<file path="src/rtl/dcache_miss_unit.sv">
`default_nettype none
// ============================================================================
// Module   : dcache_miss_unit
// Brief    : Data-cache memory-side controller with an MSHR table, a one-entry
//            write-through store buffer, line fill and halt drain.
// Revision : 1.0 - initial release
// ============================================================================
module dcache_miss_unit #(
    parameter int N_MSHR   = 4,
    parameter int LSQ_ID_W = 4
) (
    input  logic                clock,
    input  logic                reset,
    input  logic                miss_valid,
    input  logic [63:0]         miss_addr,
    input  logic [LSQ_ID_W-1:0] miss_lsq_id,
    output logic                miss_ready,
    input  logic                st_valid,
    input  logic [63:0]         st_addr,
    input  logic [63:0]         st_data,
    output logic                st_ready,
    output logic [1:0]          proc2Dmem_command,
    output logic [63:0]         proc2Dmem_addr,
    output logic [63:0]         proc2Dmem_data,
    input  logic [3:0]          Dmem2proc_response,
    input  logic [63:0]         Dmem2proc_data,
    input  logic [3:0]          Dmem2proc_tag,
    output logic                fill_en,
    output logic [6:0]          fill_idx,
    output logic [21:0]         fill_tag,
    output logic [63:0]         fill_data,
    output logic                ld_done_valid,
    output logic [LSQ_ID_W-1:0] ld_done_lsq_id,
    output logic [63:0]         ld_done_data,
    input  logic                halt_req,
    output logic                halt_done
);
    localparam int         IDX_W     = (N_MSHR > 1) ? $clog2(N_MSHR) : 1;
    localparam logic [1:0] CMD_NONE  = 2'd0;
    localparam logic [1:0] CMD_LOAD  = 2'd1;
    localparam logic [1:0] CMD_STORE = 2'd2;

    typedef enum logic [1:0] {
        ST_FREE = 2'd0,
        ST_PEND = 2'd1,
        ST_WAIT = 2'd2
    } mshr_state_e;

    mshr_state_e         ent_state_q  [N_MSHR];
    mshr_state_e         ent_state_d  [N_MSHR];
    logic [60:0]         ent_addr_q   [N_MSHR];
    logic [60:0]         ent_addr_d   [N_MSHR];
    logic [LSQ_ID_W-1:0] ent_id_q     [N_MSHR];
    logic [LSQ_ID_W-1:0] ent_id_d     [N_MSHR];
    logic [3:0]          ent_tag_q    [N_MSHR];
    logic [3:0]          ent_tag_d    [N_MSHR];
    logic                ent_nofill_q [N_MSHR];
    logic                ent_nofill_d [N_MSHR];

    logic                sb_valid_q, sb_valid_d;
    logic [60:0]         sb_addr_q, sb_addr_d;
    logic [63:0]         sb_data_q, sb_data_d;
    logic                halt_q, halt_d;
    logic                alive_q, alive_d;

    logic                fill_en_q, fill_en_d;
    logic [6:0]          fill_idx_q, fill_idx_d;
    logic [21:0]         fill_tag_q, fill_tag_d;
    logic [63:0]         resp_data_q, resp_data_d;
    logic                ld_valid_q, ld_valid_d;
    logic [LSQ_ID_W-1:0] ld_id_q, ld_id_d;

    logic                any_free, all_free, any_pend, resp_hit;
    logic [IDX_W-1:0]    free_idx, pend_idx, resp_idx;
    logic                cmd_acc, st_acc, ld_acc, resp_store_hit;
    logic                unused_addr_lsbs;

    assign unused_addr_lsbs = ^{miss_addr[2:0], st_addr[2:0]};

    // Lowest-index scans over registered state only.
    always_comb begin
        any_free = 1'b0;
        all_free = 1'b1;
        any_pend = 1'b0;
        resp_hit = 1'b0;
        free_idx = '0;
        pend_idx = '0;
        resp_idx = '0;
        for (int i = N_MSHR - 1; i >= 0; i--) begin
            if (ent_state_q[i] == ST_FREE) begin
                any_free = 1'b1;
                free_idx = IDX_W'(i);
            end else begin
                all_free = 1'b0;
            end
            if (ent_state_q[i] == ST_PEND) begin
                any_pend = 1'b1;
                pend_idx = IDX_W'(i);
            end
            if (ent_state_q[i] == ST_WAIT && Dmem2proc_tag != 4'd0 && ent_tag_q[i] == Dmem2proc_tag) begin
                resp_hit = 1'b1;
                resp_idx = IDX_W'(i);
            end
        end
    end

    always_comb begin
        proc2Dmem_command = CMD_NONE;
        proc2Dmem_addr    = 64'd0;
        proc2Dmem_data    = 64'd0;
        if (sb_valid_q) begin
            proc2Dmem_command = CMD_STORE;
            proc2Dmem_addr    = {sb_addr_q, 3'b000};
            proc2Dmem_data    = sb_data_q;
        end else if (any_pend) begin
            proc2Dmem_command = CMD_LOAD;
            proc2Dmem_addr    = {ent_addr_q[pend_idx], 3'b000};
        end
    end

    assign cmd_acc        = (Dmem2proc_response != 4'd0) && (proc2Dmem_command != CMD_NONE);
    assign st_acc         = cmd_acc && sb_valid_q;
    assign ld_acc         = cmd_acc && !sb_valid_q;
    assign resp_store_hit = st_acc && (ent_addr_q[resp_idx][28:0] == sb_addr_q[28:0]);

    assign miss_ready = alive_q && any_free && !halt_q;
    assign st_ready   = alive_q && !sb_valid_q && !halt_q;
    assign halt_done  = halt_q && all_free && !sb_valid_q;

    always_comb begin
        for (int i = 0; i < N_MSHR; i++) begin
            ent_state_d[i]  = ent_state_q[i];
            ent_addr_d[i]   = ent_addr_q[i];
            ent_id_d[i]     = ent_id_q[i];
            ent_tag_d[i]    = ent_tag_q[i];
            ent_nofill_d[i] = ent_nofill_q[i];
        end
        sb_valid_d  = sb_valid_q;
        sb_addr_d   = sb_addr_q;
        sb_data_d   = sb_data_q;
        halt_d      = halt_q | halt_req;
        alive_d     = 1'b1;
        fill_en_d   = 1'b0;
        fill_idx_d  = '0;
        fill_tag_d  = '0;
        resp_data_d = '0;
        ld_valid_d  = 1'b0;
        ld_id_d     = '0;

        if (st_valid && st_ready) begin
            sb_valid_d = 1'b1;
            sb_addr_d  = st_addr[63:3];
            sb_data_d  = st_data;
        end

        // A store reaching memory makes any in-flight fill of that line stale.
        if (st_acc) begin
            sb_valid_d = 1'b0;
            for (int i = 0; i < N_MSHR; i++) begin
                if (ent_state_q[i] != ST_FREE && ent_addr_q[i][28:0] == sb_addr_q[28:0]) begin
                    ent_nofill_d[i] = 1'b1;
                end
            end
        end

        if (ld_acc) begin
            ent_state_d[pend_idx] = ST_WAIT;
            ent_tag_d[pend_idx]   = Dmem2proc_response;
        end

        if (resp_hit) begin
            ent_state_d[resp_idx] = ST_FREE;
            fill_en_d   = !(ent_nofill_q[resp_idx] || resp_store_hit);
            fill_idx_d  = ent_addr_q[resp_idx][6:0];
            fill_tag_d  = ent_addr_q[resp_idx][28:7];
            resp_data_d = Dmem2proc_data;
            ld_valid_d  = 1'b1;
            ld_id_d     = ent_id_q[resp_idx];
        end

        if (miss_valid && miss_ready) begin
            ent_state_d[free_idx]  = ST_PEND;
            ent_addr_d[free_idx]   = miss_addr[63:3];
            ent_id_d[free_idx]     = miss_lsq_id;
            ent_nofill_d[free_idx] = 1'b0;
        end
    end

    always_ff @(posedge clock) begin
        if (reset) begin
            for (int i = 0; i < N_MSHR; i++) begin
                ent_state_q[i]  <= ST_FREE;
                ent_addr_q[i]   <= '0;
                ent_id_q[i]     <= '0;
                ent_tag_q[i]    <= '0;
                ent_nofill_q[i] <= 1'b0;
            end
            sb_valid_q  <= 1'b0;
            sb_addr_q   <= '0;
            sb_data_q   <= '0;
            halt_q      <= 1'b0;
            alive_q     <= 1'b0;
            fill_en_q   <= 1'b0;
            fill_idx_q  <= '0;
            fill_tag_q  <= '0;
            resp_data_q <= '0;
            ld_valid_q  <= 1'b0;
            ld_id_q     <= '0;
        end else begin
            for (int i = 0; i < N_MSHR; i++) begin
                ent_state_q[i]  <= ent_state_d[i];
                ent_addr_q[i]   <= ent_addr_d[i];
                ent_id_q[i]     <= ent_id_d[i];
                ent_tag_q[i]    <= ent_tag_d[i];
                ent_nofill_q[i] <= ent_nofill_d[i];
            end
            sb_valid_q  <= sb_valid_d;
            sb_addr_q   <= sb_addr_d;
            sb_data_q   <= sb_data_d;
            halt_q      <= halt_d;
            alive_q     <= alive_d;
            fill_en_q   <= fill_en_d;
            fill_idx_q  <= fill_idx_d;
            fill_tag_q  <= fill_tag_d;
            resp_data_q <= resp_data_d;
            ld_valid_q  <= ld_valid_d;
            ld_id_q     <= ld_id_d;
        end
    end

    assign fill_en        = fill_en_q;
    assign fill_idx       = fill_idx_q;
    assign fill_tag       = fill_tag_q;
    assign fill_data      = resp_data_q;
    assign ld_done_valid  = ld_valid_q;
    assign ld_done_lsq_id = ld_id_q;
    assign ld_done_data   = resp_data_q;

endmodule
`default_nettype wire

</file>
<file path="config.mk">
export PLATFORM = sky130hd
export DESIGN_NAME = dcache_miss_unit
export DESIGN_NICKNAME = d
export VERILOG_FILES = /design/src/rtl/dcache_miss_unit.sv
export SDC_FILE = /design/constraint.sdc
export NUM_CORES = 1
export LEC_CHECK = 0
export BUFFER_PORTS_ARGS = -buffer_cell sky130_fd_sc_hd__buf_2
export CELL_PAD_IN_SITES_DETAIL_PLACEMENT = 0
export CELL_PAD_IN_SITES_GLOBAL_PLACEMENT = 1
export CORE_ASPECT_RATIO = 1.1
export CORE_UTILIZATION = 39
export DETAILED_ROUTE_END_ITERATION = 12
export GPL_TIMING_DRIVEN = 1
export PLACE_DENSITY = 0.87
export SYNTH_ARGS = -nofsm -noshare
export SYNTH_HDL_FRONTEND = slang
export SYNTH_SLANG_ARGS = --single-unit
</file>
<file path="constraint.sdc">
create_clock -name clock -period 3.3 [get_ports clock]
set_clock_uncertainty 0.1 [all_clocks]
set_input_delay 0.165 -clock clock [delete_from_list [all_inputs] [get_ports clock]]
set_output_delay 0.165 -clock clock [all_outputs]
set_load 0.02 [all_outputs]
</file>
==> results.tsv <==
stage	metric	value	unit
grt	largest net degree at the start of global routing	133	
route	total wire length	101	mm
pwr	Switch Pwr	3730	uW
timing	RSZ-0062 raised after global routing	false	
timing	Fin Setup TNS	0	ns
setup_path	CP startpoint kind	register	
timing	setup violators final	0	
hold_path	HP Start	st_valid	
setup_path	slowest cell delay on critical path	0.77	ns
setup_path	CP endpoint kind	register	
yosys	Synth top area share	43.9	%
grt	global-route met2 utilization	54.8	%
grt	met3 Use GR	5.82	%
grt	vias in the first global route	24485	
timing	final hold vios	0	
placed_design	Placed Cells incl. Taps	4199	
die	# IOs	569	
layout	Util after Layout	55.0	%
yosys	Syn Inst Count	3064	
layout	fin nets	4117	
layout	share of cells above drive strength 1	21.5	%
layout	area of the multi-input gates	11700	um^2
cts	CTS Sinks	515	
setup_path	most used cell, CP	buf_4	
setup_path	Worst setup startpoint	ent_tag_q[1][3]	
die	full die area	61200	um^2
setup_path	WS Path Type	register to register	
timing	FMAX	307	MHz
yosys	synthesized cell area	23500	um^2
pwr	Flop pwr share	44.8	%
placed_design	worst slack at placement	0.0255	ns
route	Final ANT Viol Nets	0	
pwr	leakage	0.0136	uW
pwr	Worst VDD drop	0.000414	V
yosys	sequential share of the synthesized area	43.9	%
grt	first-pass GRT wire length	150	mm
pwr	Combinational Power Share	11.1	%
placed_design	routability cong.	1.11	
setup_path	critical path, cell by cell	nor2b_1 > or3_1 > nor3_2 > buf_4 > o21ai_1 > buf_4 > a222oi_1 > a2bb2oi_1 > or4b_1 > nor4_1 > a21oi_1	
yosys	Post-synth EDFFs	0	
pwr	Int Pwr	10700	uW
setup_path	CP arrival	3.71	ns
setup_path	worst path required time	3.75	ns
grt	GRT overflow	0	
die	Horiz. Die Dim	236	um
die	initial core utilization	39.8	%
grt	initial antenna violation count	5	
grt	gr usage total	32.1	%
yosys	top-count cell post-synth	nand2_1	
yosys	ys async rst share	0	%
cts	Clock Path Buffers	3	
run	total of max-cap violations	0	
die	die height	259	um
route	vias	25086	
timing	Tightest Pin Transition	0.959	ns
placed_design	# port buffers	559	
yosys	top cells by area, synth	dfxtp_1 44%, nand2_1 16%, a21oi_1 8.4%	
timing	period utilization	98.6	%
cts	CTS buffer count	55	
route	DRC errors left	0	
timing	max-slew violations	0	
timing	Slew headroom	36.1	%
grt	gr busiest metal	met2	
yosys	leading area contributor after synthesis	dfxtp_1	
yosys	post-synthesis cell type count	73	
cts	Worst-Skew Late Latency	0.63	ns
route	WL per Instance	21.8	um
route	router iterations before antenna repair	6	
yosys	commonest cells in the netlist	988 x nand2_1, 515 x dfxtp_1, 396 x a21oi_1	
pwr	Sw Ratio	25.8	%
die	Core ar.	59000	um^2
layout	non-filler instance count after layout	4653	
die	num rows	93	
layout	sequential cell area	10300	um^2
yosys	Primary FF master, synth	dfxtp_1	
cts	CTS tree	built	
cts	H-tree levels	2	
layout	Area Growth Syn to Fin	38.2	%
pwr	Clock power frac	44.2	%
setup_path	worst r2r src	ent_tag_q[1][3]	
timing	Setup WS post-layout	0.0476	ns
route	Initial DRC Count	2377	
timing	Final min period	3.25	ns
pwr	Cell Pwr Density	445	nW/um^2
setup_path	CP max stage cell	a222oi_1	
yosys	Synth Warn #	0	
grt	met1 Track Usage GR	37.5	%
yosys	syn avg cell area	7.66	um^2
setup_path	crit-path max FO	13	
hold_path	Worst Hold Class	input pin to register	
run_status	status	finished, final reports clean	
route	Via density	5.39	
cts	clk slew on worst S/H paths	0.07	ns
placed_design	HPWL Detailed	69.1	mm
cts	root cell of the clock tree	clkbuf_16	
layout	Fill cells	5527	
yosys	#FFs+latches synth	515	
sequential cells by signal, summed over array words and instances (netlist names), 4 cells and up:
signal / cells
ent_addr_q: 244
ent_id_q: 16
ent_nofill_q: 4
ent_state_q: 8
ent_tag_q: 16
fill_data: 64
fill_idx: 7
fill_tag: 22
ld_done_lsq_id: 4
sb_addr_q: 61
sb_data_q: 64
layer usage:
metal,vias up,routed length (um)
met2,1218,48300
met1,11773,39000
met5,-,25
li1,11773,-
met4,4,6400
met3,318,7530
power by group through the flow:
stage | Clock (uW) | Sequential, uW | Combinational [uW]
2_1_floorplan | 0 | 6540 | 717
3_3_place_gp | 0 | 6600 | 1250
3_5_place_dp | 0 | 6600 | 1260
4_1_cts | 6490 | 6470 | 1570
5_1_grt | 6740 | 6480 | 1710
6_report | 6380 | 6470 | 1600
worst max-delay path, delay by kind of cell (launching register included):
family          cells  cell delay (ns)
flops               1             0.32
compound gates      4             1.25
buf+inv             2             0.45
simple gates        5             1.05
cell usage in the layout (no fill, tap or decap), drive strengths merged, types with 29 or more instances in the layout:
cell type and n:
nand2 988, buf 688, dfxtp 515, a21oi 397
dlygate4sd3 346, and2 137, xnor2 84, clkbuf 71
nor2 66, o21ai 44, xor2 43, o221ai 40
a31oi 38, a222oi 35, inv 35, nor3 32
a21o 31, nor4 29
worst paths after layout:
check / endpoint / slack (ns) / cells after the start
setup / recovery: fill_en / 0.05 / 11
hold / removal: sb_addr_q[40] / 0.18 / 5
setup reg to reg: fill_en / 0.05 / 11
hold reg to reg: sb_addr_q[55] / 0.35 / 2
cell type report:
type,instances,area share [%]
flip-flops and latches,515,31.8
well taps,760,2.93
clock buffers,71,4.67
multi-input cells,2204,35.9
clock inverters,32,1.09
inverters,34,0.405
diodes,3,0.0231
repair buffers,1034,23.2
what timing repair did:
action	in CTS	in global routing
hold buffers	346	0
gates resized for setup	3	5
endpoints found under the hold margin	469	0
pin swaps	0	1
buffers inserted	0	2
endpoints found under the setup margin	23	18
kinds of logic (layout without fill, tap and decap cells):
kind of cell / after synthesis / after routing / share of synthesized area, %
AND/OR/NAND/NOR: 1367 / 1367 / 25.3
AO/OA/AOI/OAI: 672 / 672 / 17.5
flip-flops: 515 / 515 / 43.9
buffers and inverters: 347 / 1171 / 6.94
XOR/XNOR: 127 / 127 / 4.74
multiplexers: 35 / 35 / 1.57
other: 1 / 6 / 0.0160
metrics by stage:
step                      hold WS, ns  power (uW)  instance area, um^2
after CTS                       0.154       14500                32400
after floorplan                 0.181        7260                23500
final                           0.179       14500                32500
after global placement          0.264        7850                27100
after global routing            0.169       14900                32500
after detailed placement        0.268        7860                27100
No activity file was read; power rests on OpenSTA's default activity.
